==> config.mk <==
export PLATFORM = sky130hd
export DESIGN_NAME = serial_frame_rx
export DESIGN_NICKNAME = d
export VERILOG_FILES = /design/src/rtl/serial_frame_pkg.sv /design/src/rtl/serial_frame_fifo.sv /design/src/rtl/serial_frame_rx.sv
export SDC_FILE = /design/constraint.sdc
export NUM_CORES = 1
export LEC_CHECK = 0
export BUFFER_PORTS_ARGS = -buffer_cell sky130_fd_sc_hd__buf_2
export CAP_MARGIN = 15
export CORE_ASPECT_RATIO = 0.9
export CORE_UTILIZATION = 35
export CTS_CLUSTER_DIAMETER = 50
export DETAILED_ROUTE_END_ITERATION = 10
export GPL_TIMING_DRIVEN = 0
export SLEW_MARGIN = 20
export SYNTH_ARGS = -nofsm -noshare
export SYNTH_HDL_FRONTEND = slang
export SYNTH_SLANG_ARGS = --single-unit
==> constraint.sdc <==
create_clock -name iccad_clk -period 2 [get_ports iccad_clk]
set_input_delay 0.1 -clock iccad_clk [delete_from_list [all_inputs] [get_ports iccad_clk]]
set_output_delay 0.1 -clock iccad_clk [all_outputs]
set_load 0.01 [all_outputs]
==> src/rtl/serial_frame_pkg.sv <==
// Shared definitions for the serial frame receiver and the matching transmitter.
// Holds the deframing FSM state encoding, the idle line level and an
// even-parity helper usable for any word width up to MAX_DATA_W.
package serial_frame_pkg;

    typedef enum logic [1:0] {
        IDLE,
        DATA,
        PARITY,
        STOP
    } state_e;

    // Level of the serial line between frames; a start bit is the opposite level.
    localparam logic IDLE_LEVEL = 1'b1;

    // Widest data word any user of this package may configure.
    localparam int MAX_DATA_W = 32;

    // Even-parity bit of the low 'width' bits of 'word': 1 when that slice
    // holds an odd number of ones, so data plus parity always has an even count.
    function automatic logic even_parity(input logic [MAX_DATA_W-1:0] word,
                                         input int unsigned           width);
        logic p;
        p = 1'b0;
        for (int unsigned i = 0; i < MAX_DATA_W; i++) begin
            if (i < width) p = p ^ word[i];
        end
        return p;
    endfunction

endpackage

==> src/rtl/serial_frame_fifo.sv <==
// Synchronous first-word-fall-through FIFO for received words.
// Pointers carry one extra MSB so full and empty are distinguishable.
// A push while full is accepted only when a pop happens in the same cycle.
// While empty, pop_data holds the last word that was popped (0 after reset).
module serial_frame_fifo #(
    parameter int WIDTH = 8,
    parameter int DEPTH = 4
) (
    input  logic             iccad_clk,
    input  logic             iccad_rst,
    input  logic             push,
    input  logic [WIDTH-1:0] push_data,
    input  logic             pop,
    output logic [WIDTH-1:0] pop_data,
    output logic             full,
    output logic             empty
);

    localparam int PTR_W = $clog2(DEPTH);

    logic [WIDTH-1:0] mem [DEPTH];
    logic [PTR_W:0]   wr_ptr_q, wr_ptr_d;
    logic [PTR_W:0]   rd_ptr_q, rd_ptr_d;
    logic [WIDTH-1:0] last_q, last_d;
    logic             wr_fire;
    logic             rd_fire;

    assign empty = (wr_ptr_q == rd_ptr_q);
    assign full  = (wr_ptr_q[PTR_W] != rd_ptr_q[PTR_W]) &&
                   (wr_ptr_q[PTR_W-1:0] == rd_ptr_q[PTR_W-1:0]);

    assign rd_fire = pop && !empty;
    assign wr_fire = push && (!full || rd_fire);

    assign pop_data = empty ? last_q : mem[rd_ptr_q[PTR_W-1:0]];

    // Next pointer and last-popped-word values.
    always_comb begin
        // NOTE: every signal assigned here gets a default first, so no path
        // leaves it unassigned and no latch is inferred.
        wr_ptr_d = wr_ptr_q;
        rd_ptr_d = rd_ptr_q;
        last_d   = last_q;
        if (wr_fire) wr_ptr_d = wr_ptr_q + 1'b1;
        if (rd_fire) begin
            rd_ptr_d = rd_ptr_q + 1'b1;
            last_d   = mem[rd_ptr_q[PTR_W-1:0]];
        end
    end

    // Pointer and last-word registers.
    always_ff @(posedge iccad_clk or posedge iccad_rst) begin
        // NOTE: sequential state uses non-blocking assignments so every flop
        // samples pre-edge values regardless of block evaluation order.
        if (iccad_rst) begin
            wr_ptr_q <= '0;
            rd_ptr_q <= '0;
            last_q   <= '0;
        end else begin
            wr_ptr_q <= wr_ptr_d;
            rd_ptr_q <= rd_ptr_d;
            last_q   <= last_d;
        end
    end

    // Word storage write port.
    always_ff @(posedge iccad_clk) begin
        // NOTE: storage is deliberately not reset; equal pointers mark it empty
        // and pop_data shows last_q then, so stale contents are never visible.
        if (wr_fire) mem[wr_ptr_q[PTR_W-1:0]] <= push_data;
    end

endmodule

==> src/rtl/serial_frame_rx.sv <==
// Bit-serial frame receiver: start bit, DATA_W data bits LSB first,
// optional even-parity bit, stop bit. Good words go into a small FIFO
// presented on a valid/ready interface; framing, parity and overflow errors
// are reported as registered one-cycle pulses and in a saturating counter.
// Optional feature macro: SERIAL_FRAME_RX_PARITY_EN (adds the parity bit).
module serial_frame_rx #(
    parameter int DATA_W     = 8,
    parameter int FIFO_DEPTH = 4,
    parameter int ERR_CNT_W  = 8
) (
    input  logic                 iccad_clk,
    input  logic                 iccad_rst,
    input  logic                 inp,
    input  logic                 inp_en,
    output logic [DATA_W-1:0]    out_data,
    output logic                 out_valid,
    input  logic                 out_ready,
    output logic                 frame_err,
    output logic                 parity_err,
    output logic                 overflow,
    output logic [ERR_CNT_W-1:0] err_cnt,
    input  logic                 err_clr
);

    import serial_frame_pkg::*;

    localparam int CNT_W = (DATA_W > 1) ? $clog2(DATA_W) : 1;

    state_e              state_q, state_d;
    logic [CNT_W-1:0]    cnt_q, cnt_d;
    logic [DATA_W-1:0]   shift_q, shift_d;
    logic                frame_err_q, frame_err_d;
    logic                overflow_q, overflow_d;
    logic                push;
    logic                fifo_full;
    logic                fifo_empty;
    logic [ERR_CNT_W-1:0] err_cnt_q, err_cnt_d;
`ifdef SERIAL_FRAME_RX_PARITY_EN
    logic                par_bad_q, par_bad_d;
    logic                parity_err_q, parity_err_d;
`endif

    // Deframing next-state logic; everything holds unless inp_en samples the line.
    always_comb begin
        state_d     = state_q;
        cnt_d       = cnt_q;
        shift_d     = shift_q;
        frame_err_d = 1'b0;
        push        = 1'b0;
`ifdef SERIAL_FRAME_RX_PARITY_EN
        par_bad_d    = par_bad_q;
        parity_err_d = 1'b0;
`endif
        if (inp_en) begin
            case (state_q)
                IDLE: begin
                    if (inp != IDLE_LEVEL) begin
                        state_d = DATA;
                        cnt_d   = '0;
                        shift_d = '0;
                    end
                end
                DATA: begin
                    shift_d[cnt_q] = inp;
                    cnt_d          = cnt_q + 1'b1;
                    if (cnt_q == CNT_W'(DATA_W - 1)) begin
                        cnt_d = '0;
`ifdef SERIAL_FRAME_RX_PARITY_EN
                        state_d = PARITY;
`else
                        state_d = STOP;
`endif
                    end
                end
`ifdef SERIAL_FRAME_RX_PARITY_EN
                PARITY: begin
                    par_bad_d = (inp != even_parity(MAX_DATA_W'(shift_q), $unsigned(DATA_W)));
                    state_d   = STOP;
                end
`endif
                STOP: begin
                    // A low stop bit is a framing error, never a new start bit.
                    if (inp == IDLE_LEVEL) begin
`ifdef SERIAL_FRAME_RX_PARITY_EN
                        if (par_bad_q) parity_err_d = 1'b1;
                        else           push         = 1'b1;
`else
                        push = 1'b1;
`endif
                    end else begin
                        frame_err_d = 1'b1;
                    end
                    state_d = IDLE;
                end
                default: state_d = IDLE;
            endcase
        end
    end

    // A good word is dropped only when the FIFO is full and nothing leaves it this cycle.
    assign overflow_d = push && fifo_full && !out_ready;

    // FSM state, deframing registers and registered error pulses.
    always_ff @(posedge iccad_clk or posedge iccad_rst) begin
        if (iccad_rst) begin
            state_q     <= IDLE;
            cnt_q       <= '0;
            shift_q     <= '0;
            frame_err_q <= 1'b0;
            overflow_q  <= 1'b0;
`ifdef SERIAL_FRAME_RX_PARITY_EN
            par_bad_q    <= 1'b0;
            parity_err_q <= 1'b0;
`endif
        end else begin
            state_q     <= state_d;
            cnt_q       <= cnt_d;
            shift_q     <= shift_d;
            frame_err_q <= frame_err_d;
            overflow_q  <= overflow_d;
`ifdef SERIAL_FRAME_RX_PARITY_EN
            par_bad_q    <= par_bad_d;
            parity_err_q <= parity_err_d;
`endif
        end
    end

`ifdef SERIAL_FRAME_RX_PARITY_EN
    assign parity_err = parity_err_q;
`else
    assign parity_err = 1'b0;
`endif

    assign frame_err = frame_err_q;
    assign overflow  = overflow_q;

    // Saturating error count; clear wins over a same-cycle increment.
    always_comb begin
        err_cnt_d = err_cnt_q;
        if (err_clr) begin
            err_cnt_d = '0;
        end else if ((frame_err_q || parity_err || overflow_q) && (err_cnt_q != '1)) begin
            err_cnt_d = err_cnt_q + 1'b1;
        end
    end

    // Error counter register.
    always_ff @(posedge iccad_clk or posedge iccad_rst) begin
        if (iccad_rst) err_cnt_q <= '0;
        else           err_cnt_q <= err_cnt_d;
    end

    assign err_cnt = err_cnt_q;

    serial_frame_fifo #(
        .WIDTH (DATA_W),
        .DEPTH (FIFO_DEPTH)
    ) u_fifo (
        .iccad_clk (iccad_clk),
        .iccad_rst (iccad_rst),
        .push      (push),
        .push_data (shift_q),
        .pop       (out_ready),
        .pop_data  (out_data),
        .full      (fifo_full),
        .empty     (fifo_empty)
    );

    assign out_valid = !fifo_empty;

endmodule

==> impl_metrics.toml <==
[placement]
dpl.hpwl_mm = 3.67
gp_congestion = 0.779
io_buffers = 23
dpl_cell_area_um2 = 3410

[global_route]
overflow = 0
antenna_found_initial = 0
grt_start_max_net_pins = 30
grt_usage_pct = 13.1
grt_pass1_wl_mm = 8.99
grt_pass1_vias = 1823

[cts]
clk_pin_slew_ns = 0.08
cts_buffer_depth = 2
clock_latency_ns = 0.35
cts_buffers = 9
numClockSinks = 69
cts_tree = "yes"
cts_root_buf = "clkbuf_8"
htreeDepth = 3

[logic_synthesis]
synth-seq-cells = 69
synth_simple_gate_area_share_pct = 7.97
synthArstFlopShare_pct = 53.6
yosys_warnings = 0
yosys.area.top_type = "edfxtp_1"
ys_top_cells_by_area = "edfxtp_1, dfrtp_1, mux2_2, mux4_2, ha_1"
muxShareOfSynthArea_pct = 12.5
synthAdderAreaFrac_pct = 3.20
yosys.area.top_type_share_pct = 30.7
syn-num-nets = 237
syn_area_um2 = 3130
synth_cell_types = 48
synth_ff_type = "dfrtp_1"
syn_area_per_cell_um2 = 14.0
synth_xor_area_share_pct = 3.68
synth_top_family_by_area = "multiplexers"
synthCells = 223
synth_edf_count = 32
ys_seq_area_share_pct = 60.4
synth_compound_area_share_pct = 8.73

[timing]
fin_skew_ns = 0.0100
max_freq_mhz = 509
period_minus_slack_ns = 1.96
final_max_slew_viol_count = 0
finalCritPeriodShare_pct = 98.2
rsz0062_at_grt = "yes"
finalHoldViolCount = 0
setup_viol = 0
setup_tns_ns = 0

[die]
dieArea_um2 = 9310
core_area_um2 = 8610
rows = 32
fp.dieH_um = 91.7
initial_utilization_pct = 36.3
die_w_um = 102
ios = 26

[pwr]
sequentialPowerShare_pct = 41.8
switchingPower_mw = 1.33
leakage_nw = 1.45
p_comb_share_pct = 31.6
switching_share_pct = 30.5
ir_drop_uv = 391
p_per_area_nw_per_um2 = 1170
power.internal_mw = 3.03
p_clk_share_pct = 26.6

[route]
wl_per_cell_um = 13.9
vias = 1847
drcViolationCount = 0
ant_nets = 0
drtIter0Drc = 95
vias_per_cell = 4.76
wirelength_mm = 5.41
firstDrtPassIters = 4

[finish]
layout-drive-gt1-share_pct = 32.7
utilization_pct = 43.2
n_fill_cell = 815
finalNetCount = 278
antenna-diode-count = 0
postLayoutCellArea_um2 = 3720
area_growth_pct = 18.9

[status]
status = "finished, final reports clean"

[min_path]
hold_path_class = "primary input to flop"

[critical_path]
cp_max_fo = 5
start_kind = "flop"
cp.required_ns = 1.90
path_class = "flop to output port"
worstPathArrival_ns = 1.86
crit_path_end_kind = "output port"

[job]
maxCapViolations = 0
-- final timing paths --
path	from	endpoint	slack (ns)	cells past startpoint
worst max-delay path	u_fifo.rd_ptr_q[0]	out_data[0]	0.04	4
worst min-delay path	inp_en	frame_err	0.03	3
worst max register to register	u_fifo.rd_ptr_q[0]	u_fifo.mem[2][1]	0.17	5
worst min register to register	u_fifo.last_q[7]	u_fifo.last_q[7]	0.51	1
max in group asynchronous	iccad_rst	shift_q[2]	1.37	4
min in group asynchronous	iccad_rst	u_fifo.last_q[7]	0.20	3
-- layer usage --
metal / share of wire [%] / global-route usage [%] / wire length (um)
met1: 49 / 17.6 / 2660
met2: 47 / 19.8 / 2520
met3: 3.8 / 5.26 / 208
met4: 0.44 / 3.26 / 24
met5: 0 / 0 / 0
-- layout make-up --
cell class | count | area (um2) | share of cell area, %
clock buffer | 9 | 124 | 3.33
clock inverter | 7 | 81.3 | 2.19
buffer | 10 | 77.6 | 2.09
inverter | 12 | 45.0 | 1.21
sequential | 69 | 1890 | 50.8
timing repair buffer | 30 | 203 | 5.45
tap | 119 | 149 | 4.01
multi-input combinational | 132 | 1150 | 30.9
-- placed cells by master (no fill, tap or decap), types with 8 or more instances in the layout --
| cell | instances |
|---|---|
| dfrtp_1 | 36 |
| mux2_2 | 16 |
| ha_1 | 8 |
| nor2_1 | 13 |
| edfxtp_1 | 32 |
| mux4_2 | 8 |
| nand2_1 | 9 |
| clkbuf_8 | 9 |
| inv_1 | 11 |
| buf_2 | 24 |
| o21ai_0 | 20 |
-- state kept, by name, indices dropped and copies added (netlist names) --
name             count
err_cnt              8
u_fifo.rd_ptr_q      3
cnt_q                3
u_fifo.last_q        8
overflow             1
frame_err            1
u_fifo.mem          32
state_q              2
shift_q              8
u_fifo.wr_ptr_q      3
-- kinds of logic after synthesis --
family	count (synthesis)
flops	69
simple gates	47
compound gates	41
mux	27
buf+inv	22
fa+ha+maj	8
xor+xnor	8
other cells	1
-- critical path, cell delays in order, from the launching register on --
cell and delay (ns):
dfrtp_2 0.43, clkbuf_16 0.18, mux4_2 0.51, mux2_2 0.27, buf_2 0.14
-- stage by stage --
stage	cells	setup slack, ns	hold slack, ns	total power, mW
6_report	388	0.0353	0.0275	4.36
2_1_floorplan	223	0.409	0.166	2.77
5_1_grt	388	-0.0382	0.0388	4.64
3_5_place_dp	366	0.0838	0.0320	3.07
4_1_cts	385	-0.00997	0.00901	4.29
3_3_place_gp	365	0.123	0.324	3.03
-- cell usage after synthesis, drive strengths merged, types with 3 or more instances --
library cell / count
dfrtp: 37
edfxtp: 32
o21ai: 20
mux2: 17
nor2: 13
inv: 12
nand2: 10
ha: 8
mux4: 8
buf: 6
nand3: 5
xnor2: 5
a31oi: 4
and2: 4
clkbuf: 4
o21a: 4
nor3: 3
xor2: 3
-- what timing repair did --
| item | in CTS | in global routing |
|---|---|---|
| cloned | 0 | 1 |
| setup endpoints to repair | 7 | 32 |
| hold endpoints to repair | 38 | 0 |
| buffers inserted | 1 | 2 |
| pin swaps | 1 | 1 |
| gates resized for setup | 3 | 7 |
| hold buffers | 2 | 0 |
-- power by group through the flow --
stage / clock [mW] / combinational, mW / sequential, mW
3_3_place_gp: 0 / 1.20 / 1.83
2_1_floorplan: 0 / 0.967 / 1.80
4_1_cts: 1.20 / 1.28 / 1.81
6_report: 1.16 / 1.38 / 1.82
3_5_place_dp: 0 / 1.23 / 1.84
5_1_grt: 1.26 / 1.53 / 1.85
No activity file was read; power rests on OpenSTA's default activity.
